File: config.mk
export PLATFORM = sky130hd
export DESIGN_NAME = sr_pulse_sequencer
export DESIGN_NICKNAME = d
export VERILOG_FILES = /design/src/rtl/sr_pulse_sequencer.sv
export SDC_FILE = /design/constraint.sdc
export NUM_CORES = 1
export LEC_CHECK = 0
export BUFFER_PORTS_ARGS = -buffer_cell sky130_fd_sc_hd__buf_2
export CAP_MARGIN = 20
export CELL_PAD_IN_SITES_DETAIL_PLACEMENT = 0
export CELL_PAD_IN_SITES_GLOBAL_PLACEMENT = 1
export CORE_AREA = 2 2 60 62
export DETAILED_ROUTE_END_ITERATION = 10
export DIE_AREA = 0 0 62 64
export PLACE_DENSITY = 0.84
export SYNTH_ARGS = -nofsm -noshare
export SYNTH_HDL_FRONTEND = slang
export SYNTH_SLANG_ARGS = --single-unit
File: constraint.sdc
create_clock -name clk -period 4 [get_ports clk]
set_input_delay 0.8 -clock clk [delete_from_list [all_inputs] [get_ports clk]]
set_output_delay 0.8 -clock clk [all_outputs]
set_load 0.01 [all_outputs]
File: src/rtl/sr_pulse_sequencer.sv
// sr_pulse_sequencer
//   Turns two raw, bouncing pushbuttons into clean, mutually exclusive S/R
//   pulses for a downstream SR latch. It also tracks the state that latch
//   should hold.
//   Each button goes through a 2-flop synchronizer and then a debouncer.
//   The rising edge of the debounced level posts a one-deep pending request.
//   A small FSM serves the requests one at a time:
//   IDLE -> pulse (PULSE_CYCLES) -> GAP (1 cycle) -> IDLE.
//
// Parameters
//   DEBOUNCE_CYCLES  stable synchronized cycles before a level is accepted (1..255)
//   PULSE_CYCLES     width of each S/R pulse in clocks (1..15)
//   PRIORITY_RESET   1: reset request wins a conflict, 0: set request wins
//
// Ports
//   clk        system clock, rising edge
//   rst        asynchronous, active-high reset
//   set_btn    raw set pushbutton (async, active-high)
//   reset_btn  raw reset pushbutton (async, active-high)
//   S, R       registered set/reset pulses, never high together
//   q_model    registered copy of the expected latch Q
//   busy       FSM is not IDLE
//   conflict   set and reset both pending while IDLE (one cycle)

// Synchronizer + debouncer for one button. Produces a one-cycle pulse on the
// clock after the debounced level rises.
module sr_pulse_debounce #(
    parameter int DEBOUNCE_CYCLES = 4
) (
    input  logic clk,
    input  logic rst,
    input  logic btn,
    output logic rise
);
    localparam logic [7:0] CNT_LAST = 8'(DEBOUNCE_CYCLES - 1);

    logic       s1_q, s2_q;
    logic       db_q, db_d;
    logic       db_prev_q;
    logic [7:0] cnt_q, cnt_d;

    // Count consecutive cycles in which the synchronized input disagrees
    // with the accepted level. Flip on the DEBOUNCE_CYCLES-th cycle. Any
    // cycle in which they agree clears the count.
    always_comb begin
        db_d  = db_q;
        cnt_d = '0;
        if (s2_q != db_q) begin
            if (cnt_q == CNT_LAST) db_d = s2_q;
            else                   cnt_d = cnt_q + 8'd1;
        end
    end

    always_ff @(posedge clk or posedge rst) begin
        if (rst) begin
            s1_q      <= 1'b0;
            s2_q      <= 1'b0;
            cnt_q     <= '0;
            db_q      <= 1'b0;
            db_prev_q <= 1'b0;
        end else begin
            s1_q      <= btn;
            s2_q      <= s1_q;
            cnt_q     <= cnt_d;
            db_q      <= db_d;
            db_prev_q <= db_q;
        end
    end

    assign rise = db_q & ~db_prev_q;
endmodule

module sr_pulse_sequencer #(
    parameter int DEBOUNCE_CYCLES = 4,
    parameter int PULSE_CYCLES    = 2,
    parameter int PRIORITY_RESET  = 1
) (
    input  logic clk,
    input  logic rst,
    input  logic set_btn,
    input  logic reset_btn,
    output logic S,
    output logic R,
    output logic q_model,
    output logic busy,
    output logic conflict
);
    typedef enum logic [1:0] {
        IDLE        = 2'd0,
        SET_PULSE   = 2'd1,
        RESET_PULSE = 2'd2,
        GAP         = 2'd3
    } state_e;

    localparam logic [3:0] PCNT_LAST = 4'(PULSE_CYCLES - 1);

    logic       set_rise, reset_rise;
    state_e     state_q, state_d;
    logic [3:0] pcnt_q, pcnt_d;
    logic       pend_set_q, pend_set_d;
    logic       pend_reset_q, pend_reset_d;
    logic       s_q, s_d, r_q, r_d, qm_q, qm_d;

    sr_pulse_debounce #(.DEBOUNCE_CYCLES(DEBOUNCE_CYCLES)) u_db_set (
        .clk(clk), .rst(rst), .btn(set_btn), .rise(set_rise)
    );
    sr_pulse_debounce #(.DEBOUNCE_CYCLES(DEBOUNCE_CYCLES)) u_db_reset (
        .clk(clk), .rst(rst), .btn(reset_btn), .rise(reset_rise)
    );

    // A request is held until its pulse state is entered. A rise that lands
    // in the same cycle as the service is a fresh press, so it re-arms the
    // flag. Extra rises while a request is pending merge into it.
    always_comb begin
        state_d      = state_q;
        pcnt_d       = pcnt_q;
        pend_set_d   = pend_set_q | set_rise;
        pend_reset_d = pend_reset_q | reset_rise;
        conflict     = 1'b0;
        unique case (state_q)
            IDLE: begin
                pcnt_d = '0;
                if (pend_set_q && pend_reset_q) begin
                    conflict = 1'b1;
                    if (PRIORITY_RESET != 0) begin
                        state_d      = RESET_PULSE;
                        pend_reset_d = reset_rise;
                    end else begin
                        state_d    = SET_PULSE;
                        pend_set_d = set_rise;
                    end
                end else if (pend_set_q) begin
                    state_d    = SET_PULSE;
                    pend_set_d = set_rise;
                end else if (pend_reset_q) begin
                    state_d      = RESET_PULSE;
                    pend_reset_d = reset_rise;
                end
            end
            SET_PULSE, RESET_PULSE: begin
                if (pcnt_q == PCNT_LAST) begin
                    state_d = GAP;
                    pcnt_d  = '0;
                end else begin
                    pcnt_d = pcnt_q + 4'd1;
                end
            end
            GAP:     state_d = IDLE;
            default: state_d = IDLE;
        endcase

        // S/R are registered copies of the next state, so they line up
        // exactly with the pulse states and cannot overlap.
        s_d  = (state_d == SET_PULSE);
        r_d  = (state_d == RESET_PULSE);
        qm_d = s_q ? 1'b1 : (r_q ? 1'b0 : qm_q);
    end

    always_ff @(posedge clk or posedge rst) begin
        if (rst) begin
            state_q      <= IDLE;
            pcnt_q       <= '0;
            pend_set_q   <= 1'b0;
            pend_reset_q <= 1'b0;
            s_q          <= 1'b0;
            r_q          <= 1'b0;
            qm_q         <= 1'b0;
        end else begin
            state_q      <= state_d;
            pcnt_q       <= pcnt_d;
            pend_set_q   <= pend_set_d;
            pend_reset_q <= pend_reset_d;
            s_q          <= s_d;
            r_q          <= r_d;
            qm_q         <= qm_d;
        end
    end

    assign S       = s_q;
    assign R       = r_q;
    assign q_model = qm_q;
    assign busy    = (state_q != IDLE);
endmodule

==> reports/qor.txt <==
most frequent cells in the layout = dfrtp_1, inv_1, nand3_1, nor2_1, ha_1
Ant. Diodes = 0
mapped cell area = 0.00161 mm²
Post-CTS Setup Inserts = 0
Reg-to-Reg End = R
H-tree depth = 2
ANT nets after route = 0
TritonCTS clock tree = yes
critical path capture point type = output pin
Port Buffers = 8
Max Clock Skew = 16.9 ps
Power Dens Cells = 627 mW/mm²
Setup CP Type = flip-flop to output pin
cell-internal power = 0.000723 W
part of the power in combinational logic = 31.5%
multi-input logic area = 687 µm²
post_cts resized = 0
commonest non-fill, non-tap cell in the layout = dfrtp_1
ys flop type = dfrtp_1
Seq. cell area = 876 µm²
Seq pwr share = 45.9%
DRT iter0 DRCs = 37
Unique masters post-synth = 33
row count = 21
Post-Route WL = 2710 µm
crit-path max FO = 5
RSZ-0062 raised after global routing = false
Required @ worst endpoint = 3200 ps
area leader, netlist = dfrtp_1
post-synth top area share = 54.3%
Sum Neg Setup Slack = 0 ps
Vias = 1114
hold buffer count at cts = 0
die width = 62 µm
Leak = 0.844 nW
FILL cells = 302
clk sinks = 35
sequential share of the synthesized area = 54.3%
vias in the first global route = 1132
largest cells by area after synthesis = dfrtp_1, ha_1, nand3_1
hold path endpoint = u_db_set.s2_q
Final Max Slew Viols = 0
CTS clk-pin slew, worst paths = 120 ps
post-route minimum period = 2130 ps
global-route wire length before repair = 4960 µm
warnings from Yosys = 0
hold depth = 0
layout cells sized above 1 = 13.2%
syn_nets = 163
Num CTS Buffers = 5
routed len/inst = 12.7 µm
dpl ws = 2260 ps
DRC violations left = 0
fraction of registers with async set or reset after synthesis = 100%
drt pass-1 iters = 4
GRT overflow = 0
RePlAce Congestion = 0.765
root buf cell = clkbuf_4
die height = 64 µm
Area Growth Syn to Fin = 11.6%
VDD IR-drop max = 0.000320 V
Worst setup SP type = flip-flop
post-route setup slack = 1870 ps
status = finished clean
Setup violations, final = 0
Hold/Removal Path Class = flip-flop to flip-flop
Clock Latency Late Sink = 350 ps
Final Hold Fails = 0
GRT Resource Usage Total = 17.2%
Net Sw Power = 0.000405 W
hold_sp = u_db_set.s1_q
fin nets = 179
largest net degree at the start of global routing = 20
final worst-path cycle share = 53.2%
DR vias/cell = 5.23
clock share of power = 22.6%
DIE AREA = 0.00397 mm²
Max-slew headroom = 52.8%
core area = 0.00328 mm²
WP data arrival = 1330 ps
dpl hpwl = 1980 µm
Initial Util = 49.1%
reg-to-reg slack, setup = 2420 ps
Worst R2R Path Depth = 5
Post-Syn Area per Cell = 10.7 µm²
overall power = 0.00113 W
Max Fclk = 0.469 GHz
post-synthesis register bit count = 35
IO Pins = 9
Post-synth EDFFs = 0
Sw Ratio = 35.9%
Synth Instances = 150
max-cap check violation count = 0
Worst-Margin Slew = 707 ps
antenna violations before repair = 0
Clock Tree Buf Depth = 2
worst flop-to-flop path startpoint = state_q[0]
[layer usage]
layer | vias up | share of wire (%) | wire length, µm | track usage, %
met4 | 0 | 1.9 | 52 | 6.91
met1 | 545 | 44 | 1200 | 21.4
met5 | - | 0 | 0 | 0
li1 | 552 | - | - | -
met3 | 5 | 3.2 | 88 | 6.07
met2 | 12 | 50 | 1370 | 26.6
[flip-flops by register name, indices dropped and copies added, names as in the netlist, 2 cells and up]
name and flops:
pcnt_q 4, state_q 2, u_db_set.cnt_q 8, u_db_reset.cnt_q 8
[worst max-delay path by stage]
stage,to,slack (ps),cells past startpoint,startpoint
2_1_floorplan,conflict,2380,3,state_q[0]
3_3_place_gp,conflict,2280,4,state_q[0]
3_5_place_dp,conflict,2260,4,state_q[0]
4_1_cts,conflict,1860,4,state_q[0]
5_1_grt,conflict,1770,4,state_q[0]
6_report,conflict,1870,4,state_q[0]
[layout make-up]
class | instances | share of cell area [%]
Sequential cell | 35 | 48.7
Multi-Input combinational cell | 102 | 38.2
Tap cell | 46 | 3.20
Inverter | 13 | 2.71
Timing Repair Buffer | 9 | 2.64
Clock inverter | 3 | 2.44
Clock buffer | 5 | 2.09
[worst max-delay path, stage by stage (launching register included)]
cell and delay [ps]:
dfrtp_1 420, inv_1 80, ha_1 210, and3_1 140
buf_2 130
[stage by stage]
step,cell area (µm²),hold slack (ps),cells,util [%]
after floorplan,1610,331,150,-
after global placement,1720,333,205,52.3
final,1800,362,213,54.7
after detailed placement,1720,338,205,52.3
after CTS,1800,364,213,54.7
after global routing,1800,376,213,54.7
[cell usage after synthesis, drive strengths merged, types with 7 or more instances]
cell type and n:
nor2 11, dfrtp 35, or3 7, o21ai 10
nand2 7, nand3 11, a21oi 8, ha 9
inv 13
[power groups by stage]
stage               combinational, W  sequential (W)  clock, W
global placement            0.000348        0.000517         0
finish                      0.000355        0.000517  0.000255
floorplan                   0.000268        0.000511         0
global route                0.000413        0.000532  0.000282
detailed placement          0.000360        0.000525         0
CTS                         0.000362        0.000518  0.000262
[kinds of logic after synthesis]
group           Yosys count  synth area share, %
fa+ha+maj                 9                 6.99
xor+xnor                  8                 4.35
buf+inv                  13                 3.03
flops                    35                 54.3
simple gates             53                 18.6
compound gates           32                 12.7
Power figures use the tool's default switching activity.
